**config.mk**
```make
export PLATFORM = sky130hd
export DESIGN_NAME = segment_scanner
export DESIGN_NICKNAME = d
export VERILOG_FILES = /design/src/rtl/segment_scanner_pkg.sv /design/src/rtl/segment_scanner_refresh_tick.sv /design/src/rtl/segment_scanner.sv
export SDC_FILE = /design/constraint.sdc
export NUM_CORES = 1
export LEC_CHECK = 0
export CORE_AREA = 2 2 70 72
export CTS_CLUSTER_SIZE = 28
export DETAILED_ROUTE_END_ITERATION = 10
export DIE_AREA = 0 0 72 74
export DONT_BUFFER_PORTS = 1
export PLACE_DENSITY = 0.8
export SLEW_MARGIN = 40
export SYNTH_ARGS = -nofsm -noshare
export SYNTH_HDL_FRONTEND = slang
export SYNTH_SLANG_ARGS = --single-unit
```
**constraint.sdc**
```tcl
create_clock -name clk -period 2.65 [get_ports clk]
set_input_delay 0.6625 -clock clk [delete_from_list [all_inputs] [get_ports clk]]
set_output_delay 0.6625 -clock clk [all_outputs]
set_load 0.005 [all_outputs]
```
**src/rtl/segment_scanner_pkg.sv**
```systemverilog
// Shared definitions for the 4-digit seven-segment scanner: display states,
// blanking patterns and the one-hot operation codes.
package segment_scanner_pkg;

    typedef enum logic [1:0] {
        ST_BLANK    = 2'd0,
        ST_SHOW_OP  = 2'd1,
        ST_SHOW_RES = 2'd2
    } state_e;

    localparam logic [6:0] SEG_BLANK = 7'h7F;
    localparam logic [3:0] AN_OFF    = 4'hF;

    localparam logic [2:0] OP_ADD = 3'b001;
    localparam logic [2:0] OP_SUB = 3'b010;
    localparam logic [2:0] OP_MUL = 3'b100;

    function automatic logic is_valid_op(input logic [2:0] op);
        return (op == OP_ADD) || (op == OP_SUB) || (op == OP_MUL);
    endfunction

endpackage

```
**src/rtl/segment_scanner_refresh_tick.sv**
```systemverilog
// Free-running refresh divider: pulses tick for one cycle every CLK_DIV cycles.
module refresh_tick #(
    parameter int CLK_DIV = 50000
) (
    input  logic clk,
    input  logic reset_n,
    output logic tick
);

    localparam int CW = (CLK_DIV > 1) ? $clog2(CLK_DIV) : 1;

    logic [CW-1:0] cnt_q;
    logic [CW-1:0] cnt_d;

    assign tick = (cnt_q == CW'(CLK_DIV - 1));

    always_comb begin
        cnt_d = tick ? '0 : cnt_q + CW'(1);
    end

    // NOTE: sequential state uses non-blocking (<=) so every flop samples pre-edge values.
    always_ff @(posedge clk or negedge reset_n) begin
        if (!reset_n) begin
            cnt_q <= '0;
        end else begin
            cnt_q <= cnt_d;
        end
    end

endmodule

```
**src/rtl/segment_scanner.sv**
```systemverilog
// Multiplexed 4-digit display driver: shows operation letters for a hold time
// after a new valid operation, then the numeric result; blanks on invalid codes.
module segment_scanner
    import segment_scanner_pkg::*;
#(
    parameter int CLK_DIV     = 50000,
    parameter int HOLD_FRAMES = 250
) (
    input  logic       clk,
    input  logic       reset_n,
    input  logic [2:0] operation,
    input  logic [6:0] opletter0,
    input  logic [6:0] opletter1,
    input  logic [6:0] opletter2,
    input  logic [6:0] opletter3,
    input  logic [6:0] result0,
    input  logic [6:0] result1,
    input  logic [6:0] result2,
    input  logic [6:0] result3,
    output logic [6:0] seg,
    output logic [3:0] an,
    output logic       dp,
    output logic       show_op
);

    localparam int HW = $clog2(HOLD_FRAMES + 1);

    logic          tick;
    logic          frame_end;
    logic [1:0]    idx_q, idx_d;
    logic [2:0]    op_q, op_prev_q;
    logic          op_valid, op_change;
    state_e        state_q, state_d;
    logic [HW-1:0] hold_q, hold_d;
    logic [6:0]    seg_q, seg_d;
    logic [3:0]    an_q, an_d;
    logic          show_op_q;
    logic [6:0]    op_pat, res_pat;

    refresh_tick #(.CLK_DIV(CLK_DIV)) u_refresh_tick (
        .clk    (clk),
        .reset_n(reset_n),
        .tick   (tick)
    );

    assign idx_d     = tick ? idx_q + 2'd1 : idx_q;
    assign frame_end = tick && (idx_q == 2'd3);
    assign op_valid  = is_valid_op(op_q);
    assign op_change = (op_q != op_prev_q);

    // An invalid code overrides everything; a change of code beats hold expiry.
    always_comb begin
        // NOTE: defaults first so no path through this block can infer a latch.
        state_d = state_q;
        hold_d  = hold_q;
        if (!op_valid) begin
            state_d = ST_BLANK;
            hold_d  = '0;
        end else begin
            case (state_q)
                ST_BLANK: begin
                    state_d = ST_SHOW_OP;
                    hold_d  = HW'(HOLD_FRAMES);
                end
                ST_SHOW_OP: begin
                    if (op_change) begin
                        hold_d = HW'(HOLD_FRAMES);
                    end else if (frame_end) begin
                        if (hold_q <= HW'(1)) begin
                            state_d = ST_SHOW_RES;
                            hold_d  = '0;
                        end else begin
                            hold_d = hold_q - HW'(1);
                        end
                    end
                end
                ST_SHOW_RES: begin
                    if (op_change) begin
                        state_d = ST_SHOW_OP;
                        hold_d  = HW'(HOLD_FRAMES);
                    end
                end
                default: state_d = ST_BLANK;
            endcase
        end
    end

    always_comb begin
        op_pat  = opletter0;
        res_pat = result0;
        case (idx_d)
            2'd1: begin op_pat = opletter1; res_pat = result1; end
            2'd2: begin op_pat = opletter2; res_pat = result2; end
            2'd3: begin op_pat = opletter3; res_pat = result3; end
            default: ;
        endcase
    end

    // Blanking is immediate; digit patterns only move on a refresh tick.
    always_comb begin
        seg_d = seg_q;
        an_d  = an_q;
        if (state_d == ST_BLANK) begin
            seg_d = SEG_BLANK;
            an_d  = AN_OFF;
        end else if (tick) begin
            an_d  = ~(4'b0001 << idx_d);
            seg_d = (state_d == ST_SHOW_OP) ? op_pat : res_pat;
        end
    end

    always_ff @(posedge clk or negedge reset_n) begin
        if (!reset_n) begin
            idx_q     <= 2'd0;
            op_q      <= 3'b000;
            op_prev_q <= 3'b000;
            state_q   <= ST_BLANK;
            hold_q    <= '0;
            seg_q     <= SEG_BLANK;
            an_q      <= AN_OFF;
            show_op_q <= 1'b0;
        end else begin
            idx_q     <= idx_d;
            op_q      <= operation;
            op_prev_q <= op_q;
            state_q   <= state_d;
            hold_q    <= hold_d;
            seg_q     <= seg_d;
            an_q      <= an_d;
            show_op_q <= (state_d == ST_SHOW_OP);
        end
    end

    assign seg     = seg_q;
    assign an      = an_q;
    assign dp      = 1'b1;
    assign show_op = show_op_q;

endmodule

```
==> results.yml <==
outcome:
  outcome: "complete, no violations"
place:
  place_hpwl_um: 4050
  portBuffers: 0
  dp.cells: 308
  place_congestion: 0.818
detailed_routing:
  drtAntennaViolNets: 0
  vias_per_cell: 6.34
  wl_um: 5500
  firstDrtPassIters: 4
  vias: 2002
  wl_per_cell_um: 17.4
  drc: 0
  drt_iter0_markers: 92
global_routing:
  overflow: 0
  antenna_found_initial: 0
  grt_pass1_vias: 1962
  grt_usage_pct: 22.5
  grt_max_degree: 47
  grt_pass1_wl_um: 9190
synthesis:
  syn_area_mm2: 0.00275
  syn_nets: 327
  yosys_warnings: 0
  synth_edf_count: 0
  synth-seq-area-share_pct: 42.3
  syn_inst: 258
  synth_seq_cells: 46
  synth-main-ff-cell: "dfrtp_1"
  async_flop_share_pct: 100
  ys_types: 50
  synth_area_per_cell_um2: 10.7
final_layout:
  finalNetCount: 330
  antenna_cells: 0
  nFillCells: 350
  layout-drive-gt1-share_pct: 24.4
  fin_cells: 316
  area_delta_synth_final_pct: 5.59
clocking:
  clk_path_buf_depth: 2
  cts.sinks: 46
  root_buffer: "clkbuf_8"
  clkTransAtPathRegs_ns: 0.09
  worstSkewPairLatency_ns: 0.31
  ctsHoldBuffers: 0
  postCtsSetupRepairBufs: 0
  cts_tree: "built"
  htree_levels: 2
  cts_buffers: 5
sta:
  tightest_slew_ns: 0.544
  fmax_ghz: 0.440
  hold_viol: 0
  rsz0062_at_grt: "false"
  finalSetupViolCount: 0
  final.period_utilization_pct: 85.8
  tns_ns: 0
  maxSlewViolCount: 0
  skew_ns: 0.00968
  slew-limit-headroom_pct: 63.7
  fin_crit_ns: 2.27
floorplan:
  fp-row-count: 25
  die_area_mm2: 0.00533
  die_x_um: 72
  initial_core_util_pct: 59.8
  num_io_pins: 74
  fp.dieH_um: 74
  core-area_mm2: 0.00460
setup_path:
  worst_setup_path_end_kind: "flip-flop"
  required_ns: 2.86
  worst-setup-path-type: "reg -> reg"
  start_kind: "flip-flop"
  cp_max_fo: 11
  arrival_ns: 2.49
power:
  p_leak_uw: 0.00121
  peakVddDrop_v: 0.000349
  power_density_mw_per_mm2: 497
flow_run:
  cap_violations: 0
hold_path:
  hold_class: "in -> async"
path summary, 6_finish.rpt:
check | startpoint | to | slack, ns | cells past startpoint
max in group asynchronous | reset_n | seg[5]$_DFFE_PN1P_ | 2.42 | 0
max reg2reg | hold_q[3]$_DFFE_PN0P_ | an[1]$_DFFE_PN1P_ | 0.38 | 5
min in group clk | operation[2] | op_q[2]$_DFF_PN0_ | 0.37 | 0
min reg2reg | op_q[1]$_DFF_PN0_ | op_prev_q[1]$_DFF_PN0_ | 0.46 | 0
min | reset_n | u_refresh_tick.cnt_q[2]$_DFF_PN0_ | 0.04 | 0
max | hold_q[3]$_DFFE_PN0P_ | an[1]$_DFFE_PN1P_ | 0.38 | 5
routing by layer:
layer  up-vias  GRT usage, %  part of all wire, %
met5         -             0                    0
met4         0          7.76                  1.9
met3        10          6.37                  6.9
met2        83          38.3                   51
met1       966          27.9                   41
li1        943             -                    -
final cells by class:
type,instances,area [um2],area share [%]
multi-input combinational,195,1490,51.2
inverter,6,22.5,0.775
clock buffer,6,72.6,2.50
timing repair buffer,7,52.6,1.81
tap,54,67.6,2.33
sequential,46,1160,40.1
clock inverter,2,37.5,1.29
cells in the mapped netlist, drive strengths merged (2+ instances only):
master / count / area [um2]
nand2b: 3 / 18.8
clkbuf: 3 / 11.3
dfstp: 11 / 289
o211ai: 8 / 95.1
ha: 8 / 100
nand4: 4 / 25.0
xor2: 9 / 78.8
or3: 3 / 20.0
nor4: 4 / 40.0
a22oi: 2 / 15.0
dfrtp: 35 / 876
and3: 11 / 75.1
xnor2: 6 / 52.6
nand3b: 2 / 15.0
nand2: 33 / 131
inv: 6 / 22.5
o21ai: 17 / 88.8
nand3: 9 / 45.0
buf: 8 / 66.3
and2: 2 / 12.5
mux4: 14 / 315
or4: 2 / 22.5
nor2: 19 / 71.3
a21oi: 15 / 75.1
nor3: 7 / 35.0
nor4b: 2 / 17.5
timing repair:
| action | 4_1_cts | 5_1_grt |
|---|---|---|
| endpoints found under the setup margin | 0 | 1 |
| gates resized for setup | 0 | 1 |
| endpoints found under the hold margin | 0 | 0 |
flip-flops by register name (all words and copies together), names as in the netlist, 2 cells and up:
name                  count
an                        4
hold_q                    8
idx_q                     2
op_prev_q                 3
op_q                      3
seg                       7
state_q                   2
u_refresh_tick.cnt_q     16
placed cells by master, fill, tap and decap left out, types with 3 or more instances in the layout:
cell type,instances
mux4_2,14
buf_4,7
nor4_1,3
ha_1,8
nand2b_1,3
and3_1,9
o21ai_0,16
dfstp_2,11
inv_1,6
clkbuf_8,5
dfrtp_1,35
o211ai_2,7
nor2_1,19
nand2_1,30
nand2_2,3
nand4_1,4
a21oi_1,15
nor3_1,7
nand3_1,9
xnor2_1,6
xor2_1,9
cells by family (layout without fill, tap and decap cells):
kind of cell               count (synthesis)  after routing  share of synthesized area (%)
and+or+nand+nor                          105            105                           20.7
AOI/OAI and AO/OA                         52             52                           13.3
DFF                                       46             46                           42.3
buffers and inverters                     17             21                           3.64
xor gates and xnor gates                  15             15                           4.78
muxes                                     14             14                           11.5
adders and majority gates                  8              8                           3.64
other                                      1              1                          0.136
power by group:
group	internal [uW]	switching (uW)	leakage (uW)	total [uW]
sequential	727	25.2	0.000563	752
combinational	74.0	97.9	0.000593	172
clock	281	239	0.0000514	521
total	1080	362	0.00121	1440
per-stage QoR:
stage	setup slack, ns	power [uW]	hold WS (ns)	utilization [%]	instance area, um2
floorplan	0.662	906	0.367	-	2750
global placement	0.253	930	0.369	60.8	2790
detailed placement	0.189	935	0.369	60.8	2790
CTS	0.175	1460	0.0313	63.2	2900
global route	0.241	1500	0.0202	63.2	2910
finish	0.375	1440	0.0424	63.2	2910
critical path, stage by stage (launching register included):
cell     delay [ns]
dfrtp_1        0.44
or4_4          0.60
nor4_4         0.28
a41o_2         0.35
o21a_2         0.36
o21ai_0        0.15
Note: power is estimated with default switching activity, not from simulation.
